**src/rtl/mem_wb_stage_pkg.sv**
```systemverilog
// Shared MEM->WB pipeline definitions: default field widths, payload layout
// and the occupancy-coded FSM states.
package mem_wb_stage_pkg;

    localparam int DEF_DATA_W     = 32;
    localparam int DEF_REG_ADDR_W = 4;
    localparam int DEF_PC_W       = 32;

    // State value doubles as the occupancy count.
    typedef enum logic [1:0] {
        ST_EMPTY = 2'd0,
        ST_BUSY  = 2'd1,
        ST_FULL  = 2'd2
    } state_e;

    typedef struct packed {
        logic                      wb_en;
        logic                      mem_r_en;
        logic [DEF_DATA_W-1:0]     alu_res;
        logic [DEF_DATA_W-1:0]     mem_data;
        logic [DEF_REG_ADDR_W-1:0] dest;
        logic [DEF_PC_W-1:0]       pc;
    } wb_payload_t;

    function automatic int payload_w(input int data_w, input int reg_w, input int pc_w);
        return 2 + 2 * data_w + reg_w + pc_w;
    endfunction

endpackage

```
**src/rtl/wb_payload_reg.sv**
```systemverilog
// Enable-loaded payload register with synchronous active-low clear.
module wb_payload_reg #(
    parameter int W = 8
) (
    input  logic         clk,
    input  logic         rst,
    input  logic         i_ld,
    input  logic [W-1:0] i_d,
    output logic [W-1:0] o_q
);

    logic [W-1:0] r_q;

    // NOTE: sequential state uses non-blocking assignment so every register samples pre-edge values.
    always_ff @(posedge clk) begin
        if (!rst) begin
            r_q <= '0;
        end else if (i_ld) begin
            r_q <= i_d;
        end
    end

    assign o_q = r_q;

endmodule

```
**src/rtl/mem_wb_stage.sv**
```systemverilog
// MEM->WB pipeline stage: valid/ready handshake, flush, optional 2-entry skid,
// write-back value select and forwarding strobe.
module mem_wb_stage
    import mem_wb_stage_pkg::*;
#(
    parameter int DATA_W     = DEF_DATA_W,
    parameter int REG_ADDR_W = DEF_REG_ADDR_W,
    parameter int PC_W       = DEF_PC_W,
    parameter bit SKID       = 1'b1
) (
    input  logic                  clk,
    input  logic                  rst,
    input  logic                  flush,
    input  logic                  in_valid,
    output logic                  in_ready,
    input  logic                  in_wb_en,
    input  logic                  in_mem_r_en,
    input  logic [DATA_W-1:0]     in_alu_res,
    input  logic [DATA_W-1:0]     in_mem_data,
    input  logic [REG_ADDR_W-1:0] in_dest,
    input  logic [PC_W-1:0]       in_pc,
    output logic                  out_valid,
    input  logic                  out_ready,
    output logic                  out_wb_en,
    output logic                  out_mem_r_en,
    output logic [DATA_W-1:0]     out_alu_res,
    output logic [DATA_W-1:0]     out_mem_data,
    output logic [REG_ADDR_W-1:0] out_dest,
    output logic [PC_W-1:0]       out_pc,
    output logic [DATA_W-1:0]     out_wb_value,
    output logic                  fwd_valid,
    output logic [1:0]            occupancy
);

    localparam int PL_W = payload_w(DATA_W, REG_ADDR_W, PC_W);

    state_e          r_state;
    state_e          w_state_next;
    logic            w_in_fire;
    logic            w_out_fire;
    logic            w_out_valid;
    logic            w_main_ld;
    logic            w_skid_ld;
    logic            w_from_skid;
    logic            w_h_wb_en;
    logic            w_h_mem_r_en;
    logic [PL_W-1:0] w_in_pl;
    logic [PL_W-1:0] w_main_d;
    logic [PL_W-1:0] w_main_q;
    logic [PL_W-1:0] w_skid_q;

    assign w_out_valid = (r_state != ST_EMPTY);
    assign w_in_fire   = in_valid & in_ready;
    assign w_out_fire  = w_out_valid & out_ready;
    assign w_in_pl     = {in_wb_en, in_mem_r_en, in_alu_res, in_mem_data, in_dest, in_pc};

    always_ff @(posedge clk) begin
        if (!rst || flush) begin
            r_state <= ST_EMPTY;
        end else begin
            r_state <= w_state_next;
        end
    end

    // NOTE: every always_comb output gets a default first, so no path can infer a latch.
    always_comb begin
        w_state_next = r_state;
        w_main_ld    = 1'b0;
        w_skid_ld    = 1'b0;
        w_from_skid  = 1'b0;
        unique case (r_state)
            ST_EMPTY: begin
                if (w_in_fire) begin
                    w_state_next = ST_BUSY;
                    w_main_ld    = 1'b1;
                end
            end
            ST_BUSY: begin
                if (w_in_fire && (w_out_fire || !SKID)) begin
                    w_main_ld = 1'b1;
                end else if (w_in_fire) begin
                    w_state_next = ST_FULL;
                    w_skid_ld    = 1'b1;
                end else if (w_out_fire) begin
                    w_state_next = ST_EMPTY;
                end
            end
            ST_FULL: begin
                if (w_out_fire) begin
                    w_state_next = ST_BUSY;
                    w_main_ld    = 1'b1;
                    w_from_skid  = 1'b1;
                end
            end
            default: w_state_next = ST_EMPTY;
        endcase
        // A flushed cycle leaves payload untouched; the accepted entry is simply dropped.
        if (flush) begin
            w_main_ld = 1'b0;
            w_skid_ld = 1'b0;
        end
    end

    generate
        if (SKID) begin : g_skid
            logic r_in_ready;

            always_ff @(posedge clk) begin
                if (!rst || flush) begin
                    r_in_ready <= 1'b1;
                end else begin
                    r_in_ready <= (w_state_next != ST_FULL);
                end
            end

            assign in_ready = r_in_ready;

            wb_payload_reg #(.W(PL_W)) u_skid (
                .clk  (clk),
                .rst  (rst),
                .i_ld (w_skid_ld),
                .i_d  (w_in_pl),
                .o_q  (w_skid_q)
            );
        end else begin : g_single
            assign in_ready = out_ready | ~w_out_valid;
            assign w_skid_q = '0;
        end
    endgenerate

    assign w_main_d = w_from_skid ? w_skid_q : w_in_pl;

    wb_payload_reg #(.W(PL_W)) u_main (
        .clk  (clk),
        .rst  (rst),
        .i_ld (w_main_ld),
        .i_d  (w_main_d),
        .o_q  (w_main_q)
    );

    assign {w_h_wb_en, w_h_mem_r_en, out_alu_res, out_mem_data, out_dest, out_pc} = w_main_q;

    assign out_valid    = w_out_valid;
    assign out_wb_en    = w_out_valid & w_h_wb_en;
    assign out_mem_r_en = w_out_valid & w_h_mem_r_en;
    assign out_wb_value = out_mem_r_en ? out_mem_data : out_alu_res;
    assign fwd_valid    = w_out_valid & out_wb_en;
    assign occupancy    = r_state;

endmodule

```
**config.mk**
```make
export PLATFORM = sky130hd
export DESIGN_NAME = mem_wb_stage
export DESIGN_NICKNAME = d
export VERILOG_FILES = /design/src/rtl/mem_wb_stage_pkg.sv /design/src/rtl/wb_payload_reg.sv /design/src/rtl/mem_wb_stage.sv
export SDC_FILE = /design/constraint.sdc
export NUM_CORES = 1
export LEC_CHECK = 0
export BUFFER_PORTS_ARGS = -buffer_cell sky130_fd_sc_hd__buf_2
export CELL_PAD_IN_SITES_DETAIL_PLACEMENT = 1
export CELL_PAD_IN_SITES_GLOBAL_PLACEMENT = 2
export CORE_MARGIN = 2
export CORE_UTILIZATION = 35
export CTS_BUF_LIST = sky130_fd_sc_hd__clkbuf_4 sky130_fd_sc_hd__clkbuf_8 sky130_fd_sc_hd__clkbuf_16
export DETAILED_ROUTE_END_ITERATION = 8
export GPL_TIMING_DRIVEN = 0
export PLACE_DENSITY_LB_ADDON = 0.12
export SLEW_MARGIN = 20
export SYNTH_ARGS = -nofsm -noshare
export SYNTH_HDL_FRONTEND = slang
export SYNTH_HIERARCHICAL = 1
export SYNTH_SLANG_ARGS = --single-unit
```
**constraint.sdc**
```tcl
create_clock -name clk -period 2.05 [get_ports clk]
set_clock_uncertainty 0.1 [all_clocks]
set_input_delay 0 -clock clk [delete_from_list [all_inputs] [get_ports clk]]
set_output_delay 0 -clock clk [all_outputs]
set_load 0.02 [all_outputs]
```
==> After elaboration in Yosys (flattened, before gate mapping) <==
Index checks and enable logic that the tools add are counted.
{ "totals": {"reg_bits": 207, "input_bits": 107, "out_inout_bits": 139, "word_cells": 34} }
{ "op_classes": {"n_eq_ne": 3, "muxes": 17, "bitwise": 5, "reduce_logical": 5} }
{ "op_table": {"columns": ["op", "count"], "rows": [
  ["102-bit 2-to-1 mux", 1],
  ["32-bit 2-to-1 mux", 1],
  ["2-bit 2-to-1 mux", 5],
  ["1-bit 2-to-1 mux", 8],
  ["2-bit case mux with 3 select lines", 1],
  ["1-bit bitwise AND", 5],
  ["1-bit case mux with 3 select lines", 1],
  ["2-bit by 1-bit == test with 1-bit output, second input constant", 1],
  ["2-bit == test, second input constant", 1],
  ["2-bit zero test", 1],
  ["2-bit != test, second input constant", 1],
  ["2-bit nonzero test", 1],
  ["1-bit logical AND", 1],
  ["1-bit zero test", 1],
  ["1-bit logical OR", 1]
]} }

==> Depth between registers and ports, before layout <==
Gate-level depths: netlist of run 1.
{ "depth": {"depth_word": 7, "depth_mapped": 9, "depth_no_buf": 5} }

==> Cells and area by module <==
Netlist of run 1, hierarchy kept.
{ "by_module_without_submodules": {"columns": ["mod", "n_inst", "cells_per_inst", "area_per_inst_um2", "seq_area_each_um2"], "rows": [
  ["wb_payload_reg", 2, 329, 3946.3, 2042.0],
  ["mem_wb_stage", 1, 172, 2222.1, 60.1]
]} }

==> Worst setup path after synthesis of run 1 <==
Ideal clock, no wire load.
{ "synth_timing": {"path_kind": "register -> register", "from": "register r_state[1] (netlist: occupancy[1])", "to": "register u_main.r_q[100] (netlist: u_main/o_q[100])", "arrival_time_ps": 1724, "setup_slack_ps": 110, "path_stages_with_launch": 10, "n_path_buf": 5, "period_less_slack_ps": 1940, "path_cell_list": "dfxtp_1 > nand3b_4 > buf_6 > buf_6 > a21oi_1 > buf_4 > buf_12 > buf_12 > mux2i_1 > nor2b_1"} }
{ "synth_via": {"elab_chain_len": 6} }
{ "synth_rtl": {"columns": ["item", "line_no", "source"], "rows": [
  ["from (decl)", "mem_wb_stage.sv:37", "state_e r_state;"],
  ["from (signal assigned)", "mem_wb_stage.sv:61", "r_state <= w_state_next;"],
  ["2-bit nonzero test", "mem_wb_stage.sv:52", "assign w_out_valid = (r_state != ST_EMPTY);"],
  ["1-bit bitwise AND", "mem_wb_stage.sv:54", "assign w_out_fire = w_out_valid & out_ready;"],
  ["1-bit logical AND", "mem_wb_stage.sv:79", "if (w_in_fire && (w_out_fire || !SKID)) begin"],
  ["1-bit 2-to-1 mux", "mem_wb_stage.sv:79", null],
  ["1-bit case mux with 3 select lines *", "mem_wb_stage.sv:71", "unique case (r_state)"],
  ["1-bit 2-to-1 mux *", "mem_wb_stage.sv:98", "if (flush) begin"],
  ["named net w_main_ld", "mem_wb_stage.sv:42", "logic w_main_ld;"],
  ["to (signal assigned)", "wb_payload_reg.sv:19", "r_q <= i_d;"],
  ["to (decl)", "wb_payload_reg.sv:12", "logic [W-1:0] r_q;"]
]} }
Mark *: on every way through the listed nets, which the timed path passes. The rest lies on a longest branch.
A chain may end at the register's enable or synchronous reset.

==> Worst setup path in the final report of run 1 <==
{ "layout_timing": {"from": "register r_state[1] (netlist: occupancy[1])", "to": "output port out_wb_value[30]"} }
{ "layout_via": {"elab_chain_len": 3} }
{ "layout_rtl": {"columns": ["item", "line_no", "source"], "rows": [
  ["2-bit nonzero test", "mem_wb_stage.sv:52", null],
  ["1-bit bitwise AND", "mem_wb_stage.sv:145", "assign out_mem_r_en = w_out_valid & w_h_mem_r_en;"],
  ["32-bit 2-to-1 mux", "mem_wb_stage.sv:146", "assign out_wb_value = out_mem_r_en ? out_mem_data : out_alu_res;"],
  ["to (decl)", "mem_wb_stage.sv:30", "output logic [DATA_W-1:0] out_wb_value,"]
]} }
Every way passes these cells.

==> flow_metrics.py, run 1 <==
metrics = {
    "synthesis": {
        "cell_area_synth_mm2": 0.0101,
        "synth.ff_latch_count": 207,
        "synthesis.instances": 830,
        "synth_compound_gate_area_share_pct": 0.210,
        "yosys-mux-area-fraction_pct": 38.7,
        "dominant_cell_type_by_area_after_synthesis": "dfxtp_1",
        "synth_top_cell_area_share_pct": 41.0,
        "fraction_of_the_mapped_netlist_area_in_simple_logic_gates_pct": 13.7,
        "post_synth_main_area_contributors": "dfxtp_1, mux2i_1, mux2_4",
        "syn-num-nets": 937,
        "dominant_combinational_cell_family_by_area_after_synthesis": "multiplexers",
        "synth_xor_area_share_pct": 0,
        "post_synth_cell_types": 26,
        "synthesis.area_per_instance_um2": 12.2,
        "synth-seq-area-share_pct": 41.0,
        "yosysWarnings": 6,
        "post_synth_fa_ha_maj_area_fraction_pct": 0,
    },
    "timing": {
        "worst_margin_slew_ns": 0.499,
        "final_min_period_over_clock_period_pct": 100,
        "report.final.setup_viol": 3,
        "worst_slew_margin_rel_pct": 66.7,
        "hold-worst-slack_ns": 0.195,
        "timing_hold_violations_final": 0,
        "fmax_mhz": 487,
        "timing.final.crit_period_ns": 2.05,
        "final_max_slew_viol_count": 0,
        "rsz_0062_raised_after_global_routing": "true",
        "setup_ws_ns": -0.00488,
    },
    "grt": {
        "first_global_vias": 7601,
        "antenna_violations_before_repair": 1,
        "largest_net_degree_at_the_start_of_global_routing": 14,
        "grt_remaining_overflow": 0,
        "grt_pass1_wl_um": 42100,
        "globalRouteTotalUtil_pct": 17.4,
    },
    "route": {
        "vias": 7327,
        "drt_first_iter_violations": 190,
        "routed_wire_length_per_instance_um": 17.2,
        "drc": 0,
        "postRouteAntennaNets": 0,
        "firstDrtPassIters": 4,
        "vias_cell": 4.50,
        "finalWirelength_um": 28000,
    },
    "cts": {
        "max-clock-path-buffers": 3,
        "cts_max_level": 1,
        "clk_pin_slew_worst_paths_ns": 0.06,
        "tritoncts_buffers": 25,
        "cts_tree": "built",
        "clk_latency_ns": 0.51,
        "cts.root.buffer_cell": "clkbuf_16",
        "clock_sink_count": 207,
    },
    "setup_path": {
        "critPathMaxStageDelay_ns": 0.37,
        "critical_path.endpoint_type": "output pin",
        "worst_path_max_delay_cell": "dfxtp_4",
        "arrival_ns": 1.95,
        "critPathLaunchType": "flip-flop",
        "critical_path_buf_inv_count": 2,
        "cp_max_fo": 7,
        "worst_ep_required_time_ns": 1.95,
        "cell_breakdown_of_the_critical_path": "or2_4 > nand2_8 > clkbuf_16 > mux2_4 > buf_6",
        "path_delay_family": "simple AND/OR/NAND/NOR gates",
        "path_class": "reg2out",
    },
    "status": {
        "failing_checks": "negative setup slack",
        "outcome": "finished with violations",
    },
    "floorplan": {
        "dieHeight_um": 174,
        "die_area_mm2": 0.0303,
        "num_rows": 62,
        "placeableCoreArea_mm2": 0.0285,
        "die_width_um": 174,
        "initial_cell_density_of_the_core_pct": 35.4,
        "io_pins": 246,
    },
    "placed_design": {
        "routabilityCongestion": 0.698,
        "placement.setup.worst_slack_ns": -0.0717,
        "hpwlAfterDp_um": 18500,
        "buffer_ports.inserted": 245,
    },
    "pwr": {
        "power.density_mw_per_mm2": 720,
        "ir_drop_mv": 0.441,
        "leakage_nw": 6.11,
    },
    "layout": {
        "finalCoreUtilization_pct": 50.0,
        "syn2layout_area_growth_pct": 41.2,
        "layout-drive-gt1-share_pct": 39.1,
        "finish.net_count": 1331,
    },
    "min_path": {
        "holdCritPathClass": "in2reg",
    },
    "run": {
        "max-cap-violations": 0,
    },
}
path summary, 6_finish.rpt:
kind | start | to | slack, ns | cells after the start
setup / recovery | occupancy[1] | out_wb_value[30] | -0.005 | 5
hold / removal | in_pc[20] | g_skid.u_skid/o_q[20] | 0.19 | 4
setup reg to reg | occupancy[0] | u_main/o_q[33] | 0.10 | 9
hold reg to reg | u_main/o_q[28] | u_main/o_q[28] | 0.41 | 2
registers in the layout, indices dropped and copies added, names as in the netlist:
register / count
g_skid.u_skid/o_q: 102
u_main/o_q: 102
occupancy: 2
in_ready: 1
synthesized netlist by cell type:
cell      number
dfxtp_1      207
or3_1          1
nand3b_4       1
buf_12        18
buf_4          7
and2_1         1
nor2b_1      204
inv_1          2
a21oi_1        1
or2_4          1
nand4b_1       1
nand2_4        1
mux2_4        98
buf_6         11
nand4_1        1
nor3_1         2
nand2b_1       2
mux2i_1      204
buf_2          5
mux2_2        36
clkbuf_1      20
nor4_1         1
o21a_1         1
nand2_1        2
o221ai_1       1
and3_1         1
what timing repair did:
action / 4_1_cts / 5_1_grt
endpoints found under the setup margin: 109 / 113
pin swaps: 2 / 1
setup buffers: 2 / 5
gates resized for setup: 16 / 72
hold endpoints to repair: 207 / 0
hold buffers: 109 / 0
gates cloned: 1 / 5
power breakdown:
| group | switching, mW | internal, mW | total (mW) |
|---|---|---|---|
| clock network | 1.76 | 2.89 | 4.64 |
| registers | 0.0931 | 4.14 | 4.24 |
| logic | 0.623 | 0.786 | 1.41 |
| total | 2.47 | 7.82 | 10.3 |
worst register-to-register path: cells and delay by family, from the launching register on:
kind | cells | cell delay [ns]
buffers and inverters | 5 | 0.77
DFF | 1 | 0.37
and+or+nand+nor | 2 | 0.26
muxes | 1 | 0.21
AOI/OAI and AO/OA | 1 | 0.13
layout by cell type (no fill, tap or decap), types with 3 or more instances in the layout:
| master | instances |
|---|---|
| buf_2 | 218 |
| dfxtp_1 | 205 |
| nor2b_1 | 204 |
| mux2i_1 | 203 |
| dlygate4sd3_1 | 108 |
| mux2_4 | 101 |
| buf_6 | 41 |
| mux2_2 | 33 |
| clkbuf_16 | 30 |
| buf_12 | 22 |
| clkbuf_1 | 20 |
| buf_4 | 12 |
| clkbuf_8 | 6 |
| clkbuf_4 | 4 |
| clkinv_2 | 4 |
| bufinv_16 | 3 |
through the flow:
step	total power, mW	cells	cell area, um2	setup TNS, ns
2_1_floorplan	5.08	830	10100	0
5_1_grt	10.7	1626	14300	-1.30
6_report	10.3	1627	14300	-0.0116
4_1_cts	10.4	1616	13900	-0.0625
3_3_place_gp	5.48	1459	11800	-2.00
3_5_place_dp	5.49	1459	11800	-3.46
layout make-up:
cell class / count / area (um2)
fillers: 3106 / 14300
clock buffers: 35 / 738
inverters: 2 / 7.51
clock inverters: 10 / 134
diodes: 1 / 2.50
plain buffers: 61 / 676
repair buffers: 367 / 2730
multi-input cells: 560 / 5360
flip-flops and latches: 207 / 4150
well taps: 384 / 480
kinds of logic after synthesis:
group                  Yosys count
AOI/OAI and AO/OA                3
buffers and inverters           63
DFF                            207
muxes                          338
and+or+nand+nor                219
per-layer routing:
metal | global-route usage [%] | up-vias | wire length (um)
met4 | 3.92 | 0 | 431
met5 | 0 | - | 0
met2 | 30.7 | 166 | 13600
met3 | 3.04 | 32 | 1230
met1 | 22.1 | 3507 | 12700
li1 | - | 3622 | -
Note: power is estimated with default switching activity, not from simulation.
==> run 2: changes to the inputs <==
CORE_UTILIZATION = 31   (was 35)
PLACE_DENSITY_LB_ADDON = 0.1   (was 0.12)
REMOVE_ABC_BUFFERS = 1   (was not set)
SYNTH_HIERARCHICAL = not set   (was 1)
==> flow_metrics.py, run 2 <==
metrics = {
    "status": {
        "outcome": "finished with violations",
        "failing_checks": "negative hold slack",
    },
    "cts": {
        "cts.root.buffer_cell": "clkbuf_16",
        "holdBufCountCts": 108,
        "max-clock-path-buffers": 3,
        "clk_latency_ns": 0.52,
        "clk_pin_slew_worst_paths_ns": 0.06,
        "cts_max_level": 1,
        "cts_tree": "built",
        "tritoncts_buffers": 26,
        "clock_sink_count": 207,
    },
    "layout": {
        "num_antenna_cells": 0,
        "mostFrequentLayoutCell": "nand2_1",
        "layout.cells.most_common_list": "nand2_1, buf_2, dfxtp_1",
        "syn2layout_area_growth_pct": 35.4,
        "layout-drive-gt1-share_pct": 27.2,
        "fillers": 3657,
        "finish.net_count": 1523,
    },
    "placed_design": {
        "buffer_ports.inserted": 245,
        "routabilityCongestion": 0.693,
        "hpwlAfterDp_um": 19000,
    },
    "setup_path": {
        "critPathMaxStageDelay_ns": 0.37,
        "cp_max_fo": 14,
        "cell_breakdown_of_the_critical_path": "nor2_4 > inv_2 > nand2_8 > buf_12 > mux2_2 > buf_2",
        "worst_ep_required_time_ns": 1.95,
        "regToRegEndpoint": "u_main.o_q[22]",
        "critPathLaunchType": "flip-flop",
        "arrival_ns": 1.89,
        "r2r_worst_path_depth": 8,
        "critical_path.endpoint_type": "output pin",
        "worst_path_max_delay_cell": "dfxtp_4",
        "path_class": "reg2out",
        "setup.reg_to_reg.worst_slack_ns": 0.06,
        "path_delay_family": "buffers and inverters",
        "critical_path_buf_inv_count": 3,
        "worst_r2r_startpoint": "occupancy[1]",
    },
    "synthesis": {
        "synth_top_cell_area_share_pct": 42.7,
        "count_of_flip_flops_with_a_built_in_enable_after_synthesis": 0,
        "yosys-top-cells-count": "nand2_1, dfxtp_1, buf_4",
        "post_synth_cell_types": 28,
        "yosysMostFrequentCell": "nand2_1",
        "yosysWarnings": 0,
        "synth-seq-area-share_pct": 42.7,
        "synth.ff_latch_count": 207,
        "post_synth_main_area_contributors": "dfxtp_1, nand2_1, o211a_1",
        "postSynth.asyncResetShare_pct": 0,
        "synthesis.instances": 1171,
        "dominant_cell_type_by_area_after_synthesis": "dfxtp_1",
        "synthesis.area_per_instance_um2": 8.28,
        "dominantRegCellSynth": "dfxtp_1",
        "cell_area_synth_mm2": 0.00970,
    },
    "route": {
        "firstDrtPassIters": 4,
        "drc": 0,
        "routed_wire_length_per_instance_um": 16.8,
        "finalWirelength_um": 30700,
        "vias_cell": 4.81,
        "drt_first_iter_violations": 340,
        "vias": 8782,
        "postRouteAntennaNets": 0,
    },
    "grt": {
        "antenna_violations_before_repair": 0,
        "globalRouteTotalUtil_pct": 18.1,
        "grt_remaining_overflow": 0,
        "largest_net_degree_at_the_start_of_global_routing": 109,
        "first_global_vias": 8963,
        "grt_pass1_wl_um": 49000,
    },
    "timing": {
        "hold-worst-slack_ns": -0.172,
        "report.final.setup_viol": 0,
        "worst_margin_slew_ns": 0.631,
        "rsz_0062_raised_after_global_routing": "true",
        "final_min_period_over_clock_period_pct": 97.1,
        "timing.final.crit_period_ns": 1.99,
        "worst_slew_margin_rel_pct": 57.9,
        "fmax_mhz": 502,
        "final_max_slew_viol_count": 0,
        "timing_hold_violations_final": 97,
    },
    "pwr": {
        "leakage_nw": 6.56,
        "p_total_mw": 10.4,
        "power.density_mw_per_mm2": 795,
        "ir_drop_mv": 0.454,
    },
    "min_path": {
        "min_delay_path_depth": 2,
        "holdCritPathClass": "in2reg",
        "worstHoldStart": "rst",
        "holdPathEnd": "u_main.o_q[7]",
    },
    "floorplan": {
        "die_width_um": 181,
        "initial_cell_density_of_the_core_pct": 31.6,
        "placeableCoreArea_mm2": 0.0307,
        "dieHeight_um": 181,
        "num_rows": 64,
        "die_area_mm2": 0.0327,
        "io_pins": 246,
    },
    "run": {
        "max-cap-violations": 0,
    },
}
[run 2: cell count changes after synthesis, sizes merged, moves of 117 or more]
cell and change:
buf +117, nand2 +408, mux2i -204, nor2b -203
[run 2: cell families after synthesis]
group	count (synthesis)	share of synthesized area (%)
and+or+nand+nor	526	22.1
AOI/OAI and AO/OA	210	18.9
DFF	207	42.7
buffers and inverters	196	12.5
muxes	32	3.72
[run 2: layout make-up]
class | count | area [um2] | share of cell area (%)
timing repair buffer | 411 | 3220 | 24.5
clock inverter | 1 | 30.0 | 0.229
multi-input combinational | 768 | 4420 | 33.6
inverter | 2 | 7.51 | 0.0572
tap | 396 | 495 | 3.77
clock buffer | 39 | 810 | 6.17
sequential | 207 | 4160 | 31.6
[run 2: power breakdown]
part | leakage [nW] | switching [mW] | total, mW | internal, mW
combinational | 4.44 | 0.821 | 1.59 | 0.769
clock | 0.420 | 1.71 | 4.51 | 2.80
sequential | 1.69 | 0.130 | 4.34 | 4.21
total | 6.56 | 2.66 | 10.4 | 7.78
[run 2: metal layers]
metal	share of wire, %	GRT usage, %	up-vias	wire length, um
li1	-	-	4306	-
met1	48	24.2	4271	14600
met2	47	30.9	172	14400
met3	4.0	3.00	33	1220
met4	1.4	3.13	0	424
met5	0	0	-	0
[run 2: how the worst max path moves through the flow]
stage                  from               endpoint  cells past startpoint
2_1_floorplan  occupancy[1]          u_main.o_q[0]                      4
3_3_place_gp   occupancy[0]  g_skid.u_skid.o_q[38]                      4
3_5_place_dp   occupancy[1]         u_main.o_q[99]                      9
4_1_cts        occupancy[1]         u_main.o_q[85]                      8
5_1_grt        occupancy[0]       out_wb_value[31]                      6
6_report       occupancy[0]       out_wb_value[31]                      6
[run 2: timing repair]
action,in CTS,in global routing
setup endpoints to repair,195,89
gates cloned,6,2
pin swaps,4,1
gates resized for setup,18,10
buffers inserted,9,7
hold endpoints to repair,207,97
[run 2: stage by stage]
step | setup WS [ns] | area (um2) | setup TNS, ns | util [%] | instances
global route | -0.0225 | 13100 | -0.0855 | 42.8 | 1824
finish | 0.0587 | 13100 | 0 | 42.8 | 1824
global placement | -13.75 | 10200 | -2693.65 | 33.3 | 1618
floorplan | -6.24 | 8490 | -1258.92 | - | 977
CTS | 0.00951 | 13000 | 0 | 42.4 | 1816
detailed placement | -0.799 | 10800 | -46.67 | 35.3 | 1658
